[src/rtl/aes_pkg.sv]
// Shared AES definitions for the inverse key scheduler.
// Contents: round count, Rcon table and lookup, FSM state encoding,
// and GF(2^8) arithmetic helpers used by the S-box.
package aes_pkg;

  localparam int unsigned NUM_ROUNDS = 10;

  // Rcon for key-expansion steps 1..10 (index 0 is step 1).
  localparam logic [7:0] RCON [NUM_ROUNDS] = '{
    8'h01, 8'h02, 8'h04, 8'h08, 8'h10, 8'h20, 8'h40, 8'h80, 8'h1b, 8'h36
  };

  typedef enum logic [1:0] {
    StIdle   = 2'd0,
    StExpand = 2'd1,
    StEmit   = 2'd2
  } state_e;

  // Rcon for a 1-based step number; 0 outside 1..10.
  function automatic logic [7:0] rcon_lookup(input logic [3:0] step);
    logic [7:0] rc;
    rc = 8'h00;
    case (step)
      4'd1:    rc = RCON[0];
      4'd2:    rc = RCON[1];
      4'd3:    rc = RCON[2];
      4'd4:    rc = RCON[3];
      4'd5:    rc = RCON[4];
      4'd6:    rc = RCON[5];
      4'd7:    rc = RCON[6];
      4'd8:    rc = RCON[7];
      4'd9:    rc = RCON[8];
      4'd10:   rc = RCON[9];
      default: rc = 8'h00;
    endcase
    return rc;
  endfunction

  // Multiply by x in GF(2^8) modulo x^8+x^4+x^3+x+1.
  function automatic logic [7:0] gf_xtime(input logic [7:0] b);
    return {b[6:0], 1'b0} ^ (b[7] ? 8'h1b : 8'h00);
  endfunction

  function automatic logic [7:0] gf_mul(input logic [7:0] a, input logic [7:0] b);
    logic [7:0] acc;
    logic [7:0] x;
    acc = 8'h00;
    x   = a;
    for (int i = 0; i < 8; i++) begin
      if (b[i]) acc = acc ^ x;
      x = gf_xtime(x);
    end
    return acc;
  endfunction

endpackage

[src/rtl/aes_inv_key_scheduler_g.sv]
// AES key-schedule g function: SubWord(RotWord(w)) ^ {rcon, 00, 00, 00}.
// Ports: word_i - 32-bit word (byte 0 in [31:24]); rcon_i - round constant;
//        g_o - result word.
module aes_inv_key_scheduler_g (
  input  logic [31:0] word_i,
  input  logic [7:0]  rcon_i,
  output logic [31:0] g_o
);

  logic [31:0] rot;
  logic [31:0] sub;

  assign rot = {word_i[23:0], word_i[31:24]};

  for (genvar b = 0; b < 4; b++) begin : gen_sbox
    sbox u_sbox (
      .data_i (rot[8*b +: 8]),
      .data_o (sub[8*b +: 8])
    );
  end

  assign g_o = sub ^ {rcon_i, 24'h000000};

endmodule

[src/rtl/sbox.sv]
// AES forward S-box, computed rather than tabulated.
// Ports: data_i - input byte; data_o - SubBytes(data_i).
module sbox
  import aes_pkg::*;
(
  input  logic [7:0] data_i,
  output logic [7:0] data_o
);

  logic [7:0] inv;
  logic [7:0] sq;

  // Multiplicative inverse as x^254 = x^2 * x^4 * ... * x^128 (maps 0 to 0).
  always_comb begin
    sq  = gf_mul(data_i, data_i);
    inv = sq;
    for (int i = 2; i < 8; i++) begin
      sq  = gf_mul(sq, sq);
      inv = gf_mul(inv, sq);
    end
  end

  // Affine transform: b ^ rotl1 ^ rotl2 ^ rotl3 ^ rotl4 ^ 0x63.
  always_comb begin
    data_o = inv
           ^ {inv[6:0], inv[7]}
           ^ {inv[5:0], inv[7:6]}
           ^ {inv[4:0], inv[7:5]}
           ^ {inv[3:0], inv[7:4]}
           ^ 8'h63;
  end

endmodule

[src/rtl/aes_inv_key_scheduler.sv]
// AES-128 inverse key scheduler. Accepts a cipher key, expands forward to the
// last round key (one step per cycle), then streams round keys 10 down to 0
// over a valid/ready handshake, stepping backwards one round per handshake.
// Ports:
//   clk, rst_n          - clock, asynchronous active-low reset
//   key_in/key_valid    - cipher key input (bit 0 = MSB), accepted when key_ready
//   key_ready           - high only while idle
//   flush               - synchronous abort back to idle
//   rk_out/rk_round     - current round key and its round index
//   rk_valid/rk_ready   - output handshake
module aes_inv_key_scheduler
  import aes_pkg::*;
(
  input  logic         clk,
  input  logic         rst_n,
  input  logic [0:127] key_in,
  input  logic         key_valid,
  output logic         key_ready,
  input  logic         flush,
  output logic [0:127] rk_out,
  output logic [3:0]   rk_round,
  output logic         rk_valid,
  input  logic         rk_ready
);

  state_e       state_q, state_d;
  logic [127:0] key_q, key_d;
  logic [3:0]   round_q, round_d;

  logic [31:0] w0, w1, w2, w3;
  logic [31:0] inv_w3;
  logic [31:0] g_in, g_out;
  logic [3:0]  rcon_step;
  logic [7:0]  rcon;
  logic [127:0] fwd_key, inv_key;

  assign w0 = key_q[127:96];
  assign w1 = key_q[95:64];
  assign w2 = key_q[63:32];
  assign w3 = key_q[31:0];

  assign inv_w3 = w3 ^ w2;

  // One g datapath shared by both directions. Forward step r uses the
  // counter value r-1; inverse from round r uses Rcon of step r.
  always_comb begin
    if (state_q == StExpand) begin
      g_in      = w3;
      rcon_step = round_q + 4'd1;
    end else begin
      g_in      = inv_w3;
      rcon_step = round_q;
    end
  end

  assign rcon = rcon_lookup(rcon_step);

  aes_inv_key_scheduler_g u_g (
    .word_i (g_in),
    .rcon_i (rcon),
    .g_o    (g_out)
  );

  always_comb begin
    logic [31:0] n0, n1, n2;
    n0      = w0 ^ g_out;
    n1      = w1 ^ n0;
    n2      = w2 ^ n1;
    fwd_key = {n0, n1, n2, w3 ^ n2};
    inv_key = {w0 ^ g_out, w1 ^ w0, w2 ^ w1, inv_w3};
  end

  always_comb begin
    state_d = state_q;
    key_d   = key_q;
    round_d = round_q;
    if (flush) begin
      state_d = StIdle;
    end else begin
      unique case (state_q)
        StIdle: begin
          if (key_valid) begin
            key_d   = key_in;
            round_d = 4'd0;
            state_d = StExpand;
          end
        end
        StExpand: begin
          key_d   = fwd_key;
          round_d = round_q + 4'd1;
          if (round_q == 4'(NUM_ROUNDS - 1)) state_d = StEmit;
        end
        StEmit: begin
          if (rk_ready) begin
            if (round_q == 4'd0) begin
              state_d = StIdle;
            end else begin
              key_d   = inv_key;
              round_d = round_q - 4'd1;
            end
          end
        end
        default: state_d = StIdle;
      endcase
    end
  end

  always_ff @(posedge clk or negedge rst_n) begin
    if (!rst_n) begin
      state_q <= StIdle;
      key_q   <= '0;
      round_q <= '0;
    end else begin
      state_q <= state_d;
      key_q   <= key_d;
      round_q <= round_d;
    end
  end

  assign key_ready = (state_q == StIdle);
  assign rk_valid  = (state_q == StEmit);
  assign rk_out    = key_q;
  assign rk_round  = round_q;

endmodule

[config.mk]
export PLATFORM = sky130hd
export DESIGN_NAME = aes_inv_key_scheduler
export DESIGN_NICKNAME = d
export VERILOG_FILES = /design/src/rtl/aes_pkg.sv /design/src/rtl/aes_inv_key_scheduler_g.sv /design/src/rtl/sbox.sv /design/src/rtl/aes_inv_key_scheduler.sv
export SDC_FILE = /design/constraint.sdc
export NUM_CORES = 2
export LEC_CHECK = 0
export ABC_CLOCK_PERIOD_IN_PS = 43500
export BUFFER_PORTS_ARGS = -buffer_cell sky130_fd_sc_hd__buf_4
export CAP_MARGIN = 5
export CORE_UTILIZATION = 40
export CTS_BUF_LIST = sky130_fd_sc_hd__clkbuf_16
export DETAILED_ROUTE_END_ITERATION = 7
export REMOVE_ABC_BUFFERS = 1
export SYNTH_ARGS = -nofsm -noshare
export SYNTH_HDL_FRONTEND = slang
export SYNTH_SLANG_ARGS = --single-unit
[constraint.sdc]
create_clock -name clk -period 43.5 [get_ports clk]
set_clock_uncertainty 0.05 [all_clocks]
set_input_delay 6.525 -clock clk [delete_from_list [all_inputs] [get_ports clk]]
set_output_delay 6.525 -clock clk [all_outputs]
set_load 0.005 [all_outputs]
==> flow_summary.ini <==
[synth]
ys_seq_area_share_pct = 4.88
synth_edf_count = 0
ys_seq_elements = 134
yosysWarnings = 0
async_flop_share_pct = 100
synth_area_per_cell_um2 = 7.45
ys_types = 124
synth_cells = 9220
netlist_area_um2 = 68700
ys.flop_type = dfrtp_1

[routing]
finalWirelength_mm = 234
drc = 0
first_pass_iters = 8
wire_per_inst_um = 20.7
ant_nets = 0
drtIter0Drc = 5756
viasPerCell = 5.81
route.vias.total = 65800

[floorplan]
die-area_um2 = 173000
core.rowCount = 151
start_util_pct = 40.4
die_w_um = 416
ios = 267
die_h_um = 416
fp.coreArea_um2 = 170000

[clock_network]
path_clk_slew_ns = 0.07
cts_buffers = 17
cts_setup_buffers = 0
cts_resized = 0
ctsHoldBuffers = 0
clk_latency_ns = 0.53
cts_root_buf = clkbuf_16
h-tree-depth = 4
clock-sinks = 134
cts_tree = done
clk_path_buf_depth = 2

[worst_setup_path]
worstPathMaxFanout = 98
crit_arrival_ns = 22.40
crit_type = reg2reg
critPathMaxStageDelay_ns = 0.88
crit_top_cell = xnor2_1
r2r_start = state_q[1]
crit_end = rk_out[89]
critPathLaunchType = flip-flop
path_buf_inv = 9
end_kind = flip-flop
cp-startpoint = state_q[1]
cp_num_cells = 64
cp_slowest_cell = xnor2_1
r2r_slack_ns = 21.45
path_delay_family = XOR/XNOR gates
reg2reg_to = rk_out[89]
worstRegToRegCells = 64
worstPathRequired_ns = 43.85

[flow_run]
max-cap-violations = 0

[timing]
fmax_ghz = 0.0453
setup_violations = 0
final.min_clock_period_ns = 22.05
worst_pin_slew_ns = 1.34
maxSlewHeadroom_pct = 10.1
slew_viol_final = 0
timing.final.crit_share_pct = 50.7
setup_tns_ns = 0
hold_viol_final = 0
rsz0062_at_grt = no

[layout]
drive_above_1_share_pct = 11.3
layout_common_cells = xnor2_1 (1666), nor2_1 (1255), nand2_1 (841)
area_growth_pct = 7.13
fillers = 17200
nNetsFinal = 9260
layout_commonest_cell = xnor2_1

[global_route]
track_usage_pct = 25.9
grt_overflow = 0
grt_pass1_vias = 62500
grt_max_degree = 99
antenna_found_initial = 9
grt_pass1_wl_mm = 366

[min_path]
min_path_type = reg2reg

[outcome]
status = completed

[placed_design]
place_hpwl_mm = 171
io_buffers = 266
gp_congestion = 0.921
## cell type report
class                   count  area, um^2  area share (%)
clock buffers              17         425           0.578
inverters                 146         548           0.745
well taps                2218        2780            3.77
clock inverters            15         133           0.180
flip-flops and latches    134        3350            4.56
multi-input cells        8245       62200            84.5
repair buffers            550        4150            5.64
diodes                      6        15.0          0.0204
## routing by layer
layer	global-route usage [%]	part of all wire [%]	routed length, um
met2	44.5	49	114000
met3	1.93	4.7	11000
met1	33.0	42	98500
met5	0	0.0077	18
met4	12.2	4.6	10800
## sequential cells by signal, indices dropped and copies added, names as in the netlist
register and count:
rk_out 128, rk_round 4, state_q 2
## metrics by stage
stage	util, %	hold WS (ns)	instances	instance area [um^2]	worst slack [ns]
final	43.3	0.513	11300	73500	21.45
after detailed placement	43.0	0.503	11300	73000	21.92
after floorplan	-	0.478	8525	65600	19.03
after global routing	43.3	0.558	11300	73500	20.10
after CTS	43.3	0.519	11300	73500	21.78
after global placement	43.0	0.482	11300	73000	22.28
## worst min path at each step
stage,startpoint,to,cells past startpoint
2_1_floorplan,rk_out[24],rk_out[24],2
3_3_place_gp,rk_out[22],rk_out[22],2
3_5_place_dp,rk_out[22],rk_out[22],2
4_1_cts,rk_out[22],rk_out[22],2
5_1_grt,rk_out[22],rk_out[22],2
6_report,rk_out[22],rk_out[22],2
## tightest hold or removal path, stage by stage (launching register included)
cell	delay [ns]
dfrtp_1	0.40
nand2_1	0.06
o21ai_0	0.06
## cells by family after synthesis
logic type               after synthesis  share of synthesized area [%]
XOR/XNOR                            2859                           46.8
multiplexers                         253                           3.85
buffers and inverters                841                           5.18
adder cells (fa/ha/maj)               36                          0.645
flip-flops                           134                           4.88
AND/OR/NAND/NOR                     3046                           19.5
AO/OA/AOI/OAI                       2051                           19.1
## cell usage after synthesis, drive strengths merged, types with 82 or more instances
cell type  count  area share, %
inv          133           0.73
o22ai        148            1.4
nand3        186            1.4
nor3         300            2.2
mux2i        214            3.2
a31oi         87           0.81
o211ai        88           0.97
a21oi        548            4.0
nand2        843            4.6
xnor3        312             10
nor2        1267            7.0
a211oi        82           0.90
a22oi         84           0.92
buf          244            1.9
nand2b        87           0.81
xor2         630            8.9
o21ai        531            3.9
dfrtp        134            4.9
clkbuf       451            2.5
nor2b        104           0.97
xnor2       1876             26
Power is left out: the tool's default activity adds up to more than one toggle a clock period on the data nets, which glitch-free logic cannot reach.
